==> src/rtl/ft_lockstep_voter_if.sv <==
`default_nettype none
// +--------------------------------------------------------------------------+
// | ft_lockstep_voter_if                                                     |
// | Bundles the lockstep cores' writeback streams and the voter's restore /  |
// | control outputs into one port.                                           |
// |   master : driven by the core side (we_i, addr_i, data_i, pc_i)          |
// |   slave  : used by the voter (drives we_o .. err_cnt_o)                  |
// | Revision: 1.0                                                            |
// +--------------------------------------------------------------------------+
interface ft_lockstep_voter_if #(
  parameter int ADDR_WIDTH = 5,
  parameter int DATA_WIDTH = 32,
  parameter int NUM_CORES  = 2
);
  logic [NUM_CORES-1:0]            we_i;
  logic [NUM_CORES*ADDR_WIDTH-1:0] addr_i;
  logic [NUM_CORES*DATA_WIDTH-1:0] data_i;
  logic [NUM_CORES*DATA_WIDTH-1:0] pc_i;
  logic                            we_o;
  logic [ADDR_WIDTH-1:0]           addr_o;
  logic [DATA_WIDTH-1:0]           data_o;
  logic [DATA_WIDTH-1:0]           pc_o;
  logic                            halt_o;
  logic                            resume_o;
  logic [NUM_CORES-1:0]            fault_core_o;
  logic [7:0]                      err_cnt_o;

  modport master (
    output we_i, addr_i, data_i, pc_i,
    input  we_o, addr_o, data_o, pc_o, halt_o, resume_o, fault_core_o, err_cnt_o
  );

  modport slave (
    input  we_i, addr_i, data_i, pc_i,
    output we_o, addr_o, data_o, pc_o, halt_o, resume_o, fault_core_o, err_cnt_o
  );
endinterface
`default_nettype wire

==> src/rtl/ft_lockstep_voter.sv <==
`default_nettype none
// +--------------------------------------------------------------------------+
// | ft_lockstep_voter                                                        |
// | Compares the register-file write streams of NUM_CORES (2 = DMR,          |
// | 3 = TMR) lockstep cores, commits agreed writes to a shadow register file |
// | and checkpoints the PC. On an unrecoverable mismatch it halts the cores, |
// | streams the shadow file back and resumes them from the checkpointed PC.  |
// | Ports:                                                                   |
// |   clk_i  : clock                                                         |
// |   rst_ni : synchronous active-low reset                                  |
// |   bus    : ft_lockstep_voter_if.slave (core write streams in; restore    |
// |            strobe/address/data, pc_o, halt_o, resume_o, fault_core_o,    |
// |            err_cnt_o out)                                                |
// | Optional: define FT_ERR_COUNTER_EN to build the saturating fault counter |
// |           behind err_cnt_o; otherwise err_cnt_o is tied to zero.         |
// | Revision: 1.0                                                            |
// +--------------------------------------------------------------------------+
module ft_lockstep_voter #(
  parameter int ADDR_WIDTH = 5,
  parameter int DATA_WIDTH = 32,
  parameter int NUM_CORES  = 2
) (
  input  logic               clk_i,
  input  logic               rst_ni,
  ft_lockstep_voter_if.slave bus
);
  localparam int DEPTH = 2**ADDR_WIDTH;
  localparam int TW    = 1 + ADDR_WIDTH + DATA_WIDTH;

  if (NUM_CORES != 2 && NUM_CORES != 3) begin : g_bad_cores
    $error("ft_lockstep_voter: NUM_CORES must be 2 or 3");
  end

  typedef enum logic [1:0] {
    S_RUN     = 2'd0,
    S_HALT    = 2'd1,
    S_RESTORE = 2'd2,
    S_RESUME  = 2'd3
  } state_t;

  state_t                r_state;
  state_t                w_state_nxt;
  logic [ADDR_WIDTH-1:0] r_index;
  logic [DATA_WIDTH-1:0] r_rf [DEPTH];
  logic [DATA_WIDTH-1:0] r_spc;
  logic [NUM_CORES-1:0]  r_fault_core;

  // Per-channel tuple {we, addr, data}; addr/data are masked when we=0 so
  // idle channels always compare equal regardless of bus garbage.
  logic [TW-1:0]         w_tup [NUM_CORES];
  logic [DATA_WIDTH-1:0] w_pc  [NUM_CORES];

  for (genvar k = 0; k < NUM_CORES; k++) begin : g_chan
    assign w_tup[k] = bus.we_i[k] ? {1'b1, bus.addr_i[k*ADDR_WIDTH +: ADDR_WIDTH],
                                     bus.data_i[k*DATA_WIDTH +: DATA_WIDTH]} : '0;
    assign w_pc[k]  = bus.pc_i[k*DATA_WIDTH +: DATA_WIDTH];
  end

  // w_agree: a committable tuple exists (unanimous, or a 2-of-3 majority).
  logic                  w_agree;
  logic [TW-1:0]         w_win_tup;
  logic [DATA_WIDTH-1:0] w_win_pc;
  logic [NUM_CORES-1:0]  w_minority;

  if (NUM_CORES == 2) begin : g_dmr
    // Core 1's PC is never a commit source in DMR.
    logic w_unused_pc;
    assign w_unused_pc = ^w_pc[1];
    assign w_agree     = (w_tup[0] == w_tup[1]);
    assign w_win_tup   = w_tup[0];
    assign w_win_pc    = w_pc[0];
    assign w_minority  = '0;
  end else begin : g_tmr
    logic w_eq01, w_eq02, w_eq12;
    always_comb begin
      w_eq01     = (w_tup[0] == w_tup[1]);
      w_eq02     = (w_tup[0] == w_tup[2]);
      w_eq12     = (w_tup[1] == w_tup[2]);
      w_agree    = w_eq01 | w_eq02 | w_eq12;
      w_win_tup  = w_tup[0];
      w_win_pc   = w_pc[0];
      w_minority = '0;
      // Equality is transitive, so exactly one pair matching means a single
      // outvoted core; the majority is represented by its lowest-index core.
      if (w_eq01 && !w_eq02) begin
        w_minority[2] = 1'b1;
      end else if (w_eq02 && !w_eq01) begin
        w_minority[1] = 1'b1;
      end else if (w_eq12 && !w_eq01) begin
        w_minority[0] = 1'b1;
        w_win_tup     = w_tup[1];
        w_win_pc      = w_pc[1];
      end
    end
  end

  logic                  w_run;
  logic                  w_commit;
  logic [ADDR_WIDTH-1:0] w_win_addr;
  logic [DATA_WIDTH-1:0] w_win_data;

  assign w_run      = (r_state == S_RUN);
  assign w_commit   = w_run & w_agree & w_win_tup[TW-1];
  assign w_win_addr = w_win_tup[TW-2 -: ADDR_WIDTH];
  assign w_win_data = w_win_tup[DATA_WIDTH-1:0];

  always_ff @(posedge clk_i) begin
    if (!rst_ni) begin
      r_state      <= S_RUN;
      r_index      <= '0;
      r_spc        <= '0;
      r_fault_core <= '0;
      for (int i = 0; i < DEPTH; i++) begin
        r_rf[i] <= '0;
      end
    end else begin
      r_state <= w_state_nxt;
      // Index only advances while restoring; it naturally wraps to 0 on exit.
      r_index <= (r_state == S_RESTORE) ? r_index + ADDR_WIDTH'(1) : '0;
      if (w_commit) begin
        r_rf[w_win_addr] <= w_win_data;
        r_spc            <= w_win_pc;
      end
      if (w_run) begin
        r_fault_core <= r_fault_core | w_minority;
      end
    end
  end

  always_comb begin
    w_state_nxt  = r_state;
    bus.we_o     = 1'b0;
    bus.addr_o   = '0;
    bus.data_o   = '0;
    bus.halt_o   = 1'b0;
    bus.resume_o = 1'b0;
    case (r_state)
      S_RUN: begin
        if (!w_agree) w_state_nxt = S_HALT;
      end
      S_HALT: begin
        bus.halt_o  = 1'b1;
        w_state_nxt = S_RESTORE;
      end
      S_RESTORE: begin
        bus.halt_o = 1'b1;
        bus.we_o   = 1'b1;
        bus.addr_o = r_index;
        bus.data_o = r_rf[r_index];
        if (&r_index) w_state_nxt = S_RESUME;
      end
      S_RESUME: begin
        bus.resume_o = 1'b1;
        w_state_nxt  = S_RUN;
      end
      default: w_state_nxt = S_RUN;
    endcase
  end

  assign bus.pc_o         = r_spc;
  assign bus.fault_core_o = r_fault_core;

`ifdef FT_ERR_COUNTER_EN
  // One event per TMR outvote or per HALT entry; the two never coincide.
  logic       w_evt;
  logic [7:0] r_err_cnt;
  assign w_evt = w_run & (~w_agree | (|w_minority));
  always_ff @(posedge clk_i) begin
    if (!rst_ni) begin
      r_err_cnt <= '0;
    end else if (w_evt && r_err_cnt != 8'hFF) begin
      r_err_cnt <= r_err_cnt + 8'd1;
    end
  end
  assign bus.err_cnt_o = r_err_cnt;
`else
  assign bus.err_cnt_o = 8'd0;
`endif

endmodule
`default_nettype wire
==> src/flat_wrapper.sv <==
// flat-port wrapper written by rule: the top's interface ports become plain ports
module ft_lockstep_voter_flat 
#(
  parameter int ADDR_WIDTH = 5,
  parameter int DATA_WIDTH = 32,
  parameter int NUM_CORES  = 2
)
  (clk_i, rst_ni, bus_we_i, bus_addr_i, bus_data_i, bus_pc_i, bus_we_o, bus_addr_o, bus_data_o, bus_pc_o, bus_halt_o, bus_resume_o, bus_fault_core_o, bus_err_cnt_o);
  ft_lockstep_voter_if #(.ADDR_WIDTH(ADDR_WIDTH), .DATA_WIDTH(DATA_WIDTH), .NUM_CORES(NUM_CORES)) bus_i ();
  input  logic clk_i;
  input  logic rst_ni;
  input wire logic [$bits(bus_i.we_i)-1:0] bus_we_i;
  input wire logic [$bits(bus_i.addr_i)-1:0] bus_addr_i;
  input wire logic [$bits(bus_i.data_i)-1:0] bus_data_i;
  input wire logic [$bits(bus_i.pc_i)-1:0] bus_pc_i;
  output wire logic [$bits(bus_i.we_o)-1:0] bus_we_o;
  output wire logic [$bits(bus_i.addr_o)-1:0] bus_addr_o;
  output wire logic [$bits(bus_i.data_o)-1:0] bus_data_o;
  output wire logic [$bits(bus_i.pc_o)-1:0] bus_pc_o;
  output wire logic [$bits(bus_i.halt_o)-1:0] bus_halt_o;
  output wire logic [$bits(bus_i.resume_o)-1:0] bus_resume_o;
  output wire logic [$bits(bus_i.fault_core_o)-1:0] bus_fault_core_o;
  output wire logic [$bits(bus_i.err_cnt_o)-1:0] bus_err_cnt_o;
  assign bus_i.we_i = bus_we_i;
  assign bus_i.addr_i = bus_addr_i;
  assign bus_i.data_i = bus_data_i;
  assign bus_i.pc_i = bus_pc_i;
  assign bus_we_o = bus_i.we_o;
  assign bus_addr_o = bus_i.addr_o;
  assign bus_data_o = bus_i.data_o;
  assign bus_pc_o = bus_i.pc_o;
  assign bus_halt_o = bus_i.halt_o;
  assign bus_resume_o = bus_i.resume_o;
  assign bus_fault_core_o = bus_i.fault_core_o;
  assign bus_err_cnt_o = bus_i.err_cnt_o;
  ft_lockstep_voter #(.ADDR_WIDTH(ADDR_WIDTH), .DATA_WIDTH(DATA_WIDTH), .NUM_CORES(NUM_CORES)) u_core (.clk_i(clk_i), .rst_ni(rst_ni), .bus(bus_i));
endmodule
==> config.mk <==
export PLATFORM = sky130hd
export DESIGN_NAME = ft_lockstep_voter_flat
export DESIGN_NICKNAME = d
export VERILOG_FILES = /design/src/rtl/ft_lockstep_voter_if.sv /design/src/rtl/ft_lockstep_voter.sv /design/src/flat_wrapper.sv
export SDC_FILE = /design/constraint.sdc
export NUM_CORES = 2
export LEC_CHECK = 0
export CORE_MARGIN = 2
export CORE_UTILIZATION = 50
export DETAILED_ROUTE_END_ITERATION = 10
export GPL_ROUTABILITY_DRIVEN = 0
export PLACE_DENSITY_LB_ADDON = 0.12
export SLEW_MARGIN = 20
export SYNTH_ARGS = -nofsm -noshare
export SYNTH_HDL_FRONTEND = slang
export SYNTH_SLANG_ARGS = --single-unit
==> constraint.sdc <==
create_clock -name clk_i -period 7.89 [get_ports clk_i]
set_input_delay 0.789 -clock clk_i [delete_from_list [all_inputs] [get_ports clk_i]]
set_output_delay 0.789 -clock clk_i [all_outputs]
set_load 0.03 [all_outputs]
---- Word level (Yosys, flattened, before mapping) ----
Memory sizes are Yosys's and may differ from the RTL's. A register that Yosys moved wholly into a read port is not among the register bits.
Cells that the tools add are included.
Widths: inputs -> output; s select.
word-level totals
  memory bits (read-only) ................. 0
  input bits .............................. 142
  memory bits (writable) .................. 1,024
  bits in latches ......................... 0
  memories kept ........................... 1
  flip-flop bits (word level) ............. 39
memories
  memory       depth  bits a word  rd ports  clocked after memory_dff  wr ports  RTL line                 text
  u_core.r_rf  32     32           1         1                         32        ft_lockstep_voter.sv:44  logic [DATA_WIDTH-1:0] r_rf [DEPTH];
operators by class
  divide/modulo/power cells ............... 0
  muxes and demuxes ....................... 18
  $lt $le $gt $ge ......................... 0
  equal/unequal tests ..................... 6
  multipliers ............................. 0
  shift-type cells ........................ 0
  $add $sub $neg .......................... 1
  bitwise gates (word level) .............. 2
  reduce and logical (&&, ||, !) cells .... 6
operators with widths
  operator             count
  $mux 38              2
  $mux 32              2
  $eq 38x38->1         1
  $reduce_or 32->1     1
  $mux 5               3
  $mux 1               8
  $pmux 2 s4           1
  $add 5x1->5 const B  1
  $reduce_and 5->1     1
  $eq 2x2->1 const B   2
  $mux 2               2
  $ne 2x2->1 const B   2
  $reduce_and 2->1     2
  $and 1x1->1          2
  $eq 2x1->1 const B   1
  $logic_not 2->1      1
  $reduce_or 2->1      1

---- Longest topological paths before layout ----
  word-level depth ........................ 9
  depth in mapped cells ................... 12

---- Worst setup path before layout ----
OpenSTA, ideal clock, no wires.
  path kind ............................... input-to-reg
  start point ............................. input port bus_we_i[1]
  end point ............................... memory u_core.r_rf[14][0], enable pin
  data required time ...................... 7.424 ns
  stages .................................. 10
  slack ................................... 2.472 ns
  path buffers ............................ 3
  arrival time ............................ 4.952 ns
  library setup time ...................... 0.466 ns
  path through ............................ buf_2 nand2_1 a222oi_1 a31oi_1 or3_1 nor4_4 nand4_2 buf_6 clkbuf_1 o21ai_0
RTL lines
  item                RTL line                 text
  start: declaration  flat_wrapper.sv:12       input wire logic [$bits(bus_i.we_i)-1:0] bus_we_i;
  end: declaration    ft_lockstep_voter.sv:44

==> run summary <==
Status = complete, no violations
Worst setup slack after layout = 2.42 ns
First-pass GRT wire length = 216000 µm
DR vias/cell = 6.58
Synth area leader = edfxtp_1
Setup bufs post-CTS = 0
Cell area after synthesis = 49500 µm²
Post-CTS Resized = 0
Max H-tree Level = 3
Num Clock Sinks = 1063
WP buf/inv = 5
Die height = 319 µm
Maximum clock path buffer count = 3
Drt pass-1 iters = 6
Standard-cell rows = 115
Share of layout cells above drive strength 1 = 0.173
Yosys top cell area share = 0.622
# setup viols final = 0
Gr usage total = 0.293
DP Worst Slack = 1.81 ns
RSZ-0062 raised after global routing = false
Family with the most delay on the worst path = buffers and inverters
Commonest non-fill, non-tap cells in the layout = nor3_1, edfxtp_1, nand2_1
Clock-pin slew on the worst setup and hold paths = 0.06 ns
Core area = 98300 µm²
Antenna-violating nets left = 0
Final worst-path cycle share = 0.693
Rel. slew slack = 0.218
Io pins = 224
Total Power = 12.9 mW
Most common cell after layout, fill and taps aside = nor3_1
Antenna cells = 0
DRC errors left = 0
Mapped Cells = 3495
Hold WS = 0.465 ns
Measured slew at the worst slew-check pin = 1.17 ns
Die ar. = 101000 µm²
Leak pwr = 16.9 nW
Cts bufs inserted = 113
CP Class = in -> reg
CP arrival = 5.85 ns
Worst Setup Start Kind = primary input
Vias in the first global route = 33.3k
CTS tree = built
Die Width = 319 µm
Final hold vios = 0
Syn avg cell area = 14.2 µm²
Setup_tns = 0 ns
CP Max Fanout = 217
Post-synth EDFFs = 1024
Ranking of synthesized cells by area = edfxtp_1, mux4_2, nor3_1
Wire length per cell = 30.4 µm
Synth Register Bits = 1063
Fmax = 0.183 GHz
Predominant post-synthesis flop cell = edfxtp_1
Critical path's slowest cell = clkdlybuf4s50_1
Final WL = 148000 µm
Worst path max stage delay = 0.73 ns
Initial DRC count = 3709
Cell breakdown of the critical path = clkdlybuf4s50_1, buf_4, and2_1, a22oi_1, o2111ai_1, or3_1, nor4_4, nand4_4, buf_12, buf_12, buf_4, nor3_1
Worst setup EP type = flip-flop
CTS root buf = clkbuf_16
Via count = 32.0k
Worst Clk Skew = 0.0267 ns
Initial antenna violation count = 0
PD cells = 232 nW/µm²
Post-synthesis sequential area ratio = 0.638
WP data required = 8.28 ns
Hold/Removal Path Class = reg -> reg
Synth warn = 0
Synth cell types = 53
Area occupied by multi-input gates = 16300 µm²
Number of fill cells in the layout = 7787
Largest net degree at the start of global routing = 262
Cts hold-fix bufs = 0
FF/Latch Area = 31500 µm²
Max cap viols = 0
Gr ovfl total = 0
Area grow syn2layout = 12.6%
Post-DP HPWL = 78600 µm
Final Critical Period = 5.47 ns
Clk Latency, worst-skew pair = 0.70 ns
Post-synth ARST share = 0
Peak supply drop = 0.181 mV
Final nets = 3629
Slew Limit Fails = 0
PortBufs = 181
Initial core utilization = 0.503
## synthesized netlist by cell type (4+ instances only)
| cell | number |
|---|---|
| nor2_1 | 23 |
| a22oi_1 | 5 |
| clkbuf_2 | 13 |
| o21ai_0 | 40 |
| buf_2 | 43 |
| nand2b_1 | 6 |
| xnor2_1 | 4 |
| nand2_1 | 382 |
| and2_1 | 28 |
| nand3_1 | 4 |
| mux4_2 | 320 |
| dfxtp_1 | 39 |
| nor3_1 | 1028 |
| nor2b_1 | 36 |
| inv_1 | 29 |
| a222oi_1 | 4 |
| mux2i_1 | 65 |
| buf_6 | 54 |
| buf_1 | 32 |
| ha_1 | 6 |
| edfxtp_1 | 1024 |
| clkbuf_1 | 237 |
| a21oi_1 | 7 |
| buf_4 | 17 |
| o22ai_1 | 6 |
## worst register-to-register path, stage by stage (launching register included)
cell and delay (ns):
dfxtp_1 0.34, inv_1 0.12, ha_1 0.17, o2111ai_1 0.10
or3_1 0.36, nor4_4 0.25, nand4_4 0.69, buf_12 0.54
buf_12 0.35, buf_4 0.63, nor3_1 0.32
## sequential cells by signal, indices dropped and copies added, names as in the netlist
register         count
u_core.r_index       5
u_core.r_state       2
u_core.bus.pc_o     32
u_core.r_rf       1024
## final timing paths
path         slack [ns]                                 to                        startpoint  cells after the start
max                2.42  u_core.r_rf[12][23]$_SDFFCE_PN0P_                       bus_we_i[0]                     12
min                0.47   u_core.bus.pc_o[22]$_SDFFE_PN0P_  u_core.bus.pc_o[22]$_SDFFE_PN0P_                      2
max reg2reg        3.84    u_core.r_rf[8][4]$_SDFFCE_PN0P_    u_core.r_state[0]$_SDFFE_PN0P_                     10
min reg2reg        0.47   u_core.bus.pc_o[22]$_SDFFE_PN0P_  u_core.bus.pc_o[22]$_SDFFE_PN0P_                      2
## through the flow
step,area [µm²],util,std cells
final,55700,0.567,4861
after global routing,55700,0.567,4861
after CTS,55700,0.567,4860
after detailed placement,52100,0.530,4652
after global placement,52100,0.530,4652
after floorplan,49500,-,3504
## report_power, final
part           switching (mW)  internal [mW]  total [mW]
registers              0.0679           6.35        6.42
logic                   0.834          0.533        1.37
clock network            2.21           2.92        5.14
## final cells by class
class,count,area share
clock buffer,142,0.0535
tap,1287,0.0289
sequential,1063,0.566
clock inverter,66,0.0101
multi-input combinational,2016,0.293
timing repair buffer,258,0.0464
inverter,29,0.00195
## cells by family (layout without fill, tap and decap cells)
| kind of cell | after synthesis | after routing | share of synthesized area |
|---|---|---|---|
| compound gates | 86 | 86 | 0.0112 |
| xor+xnor | 6 | 6 | 0.00106 |
| fa+ha+maj | 6 | 6 | 0.00152 |
| buf+inv | 425 | 495 | 0.0432 |
| flops | 1063 | 1063 | 0.638 |
| mux | 385 | 385 | 0.159 |
| other cells | 1 | 10 | 0.0000758 |
| simple gates | 1523 | 1523 | 0.147 |
## metal layers
layer	wire length (µm)	up-vias	track usage
met5	0	-	0
met4	5490	0	0.112
met3	14600	274	0.0633
met2	70800	1811	0.475
met1	57000	16318	0.390
li1	-	13568	-
(Power assumes the default switching activity.)
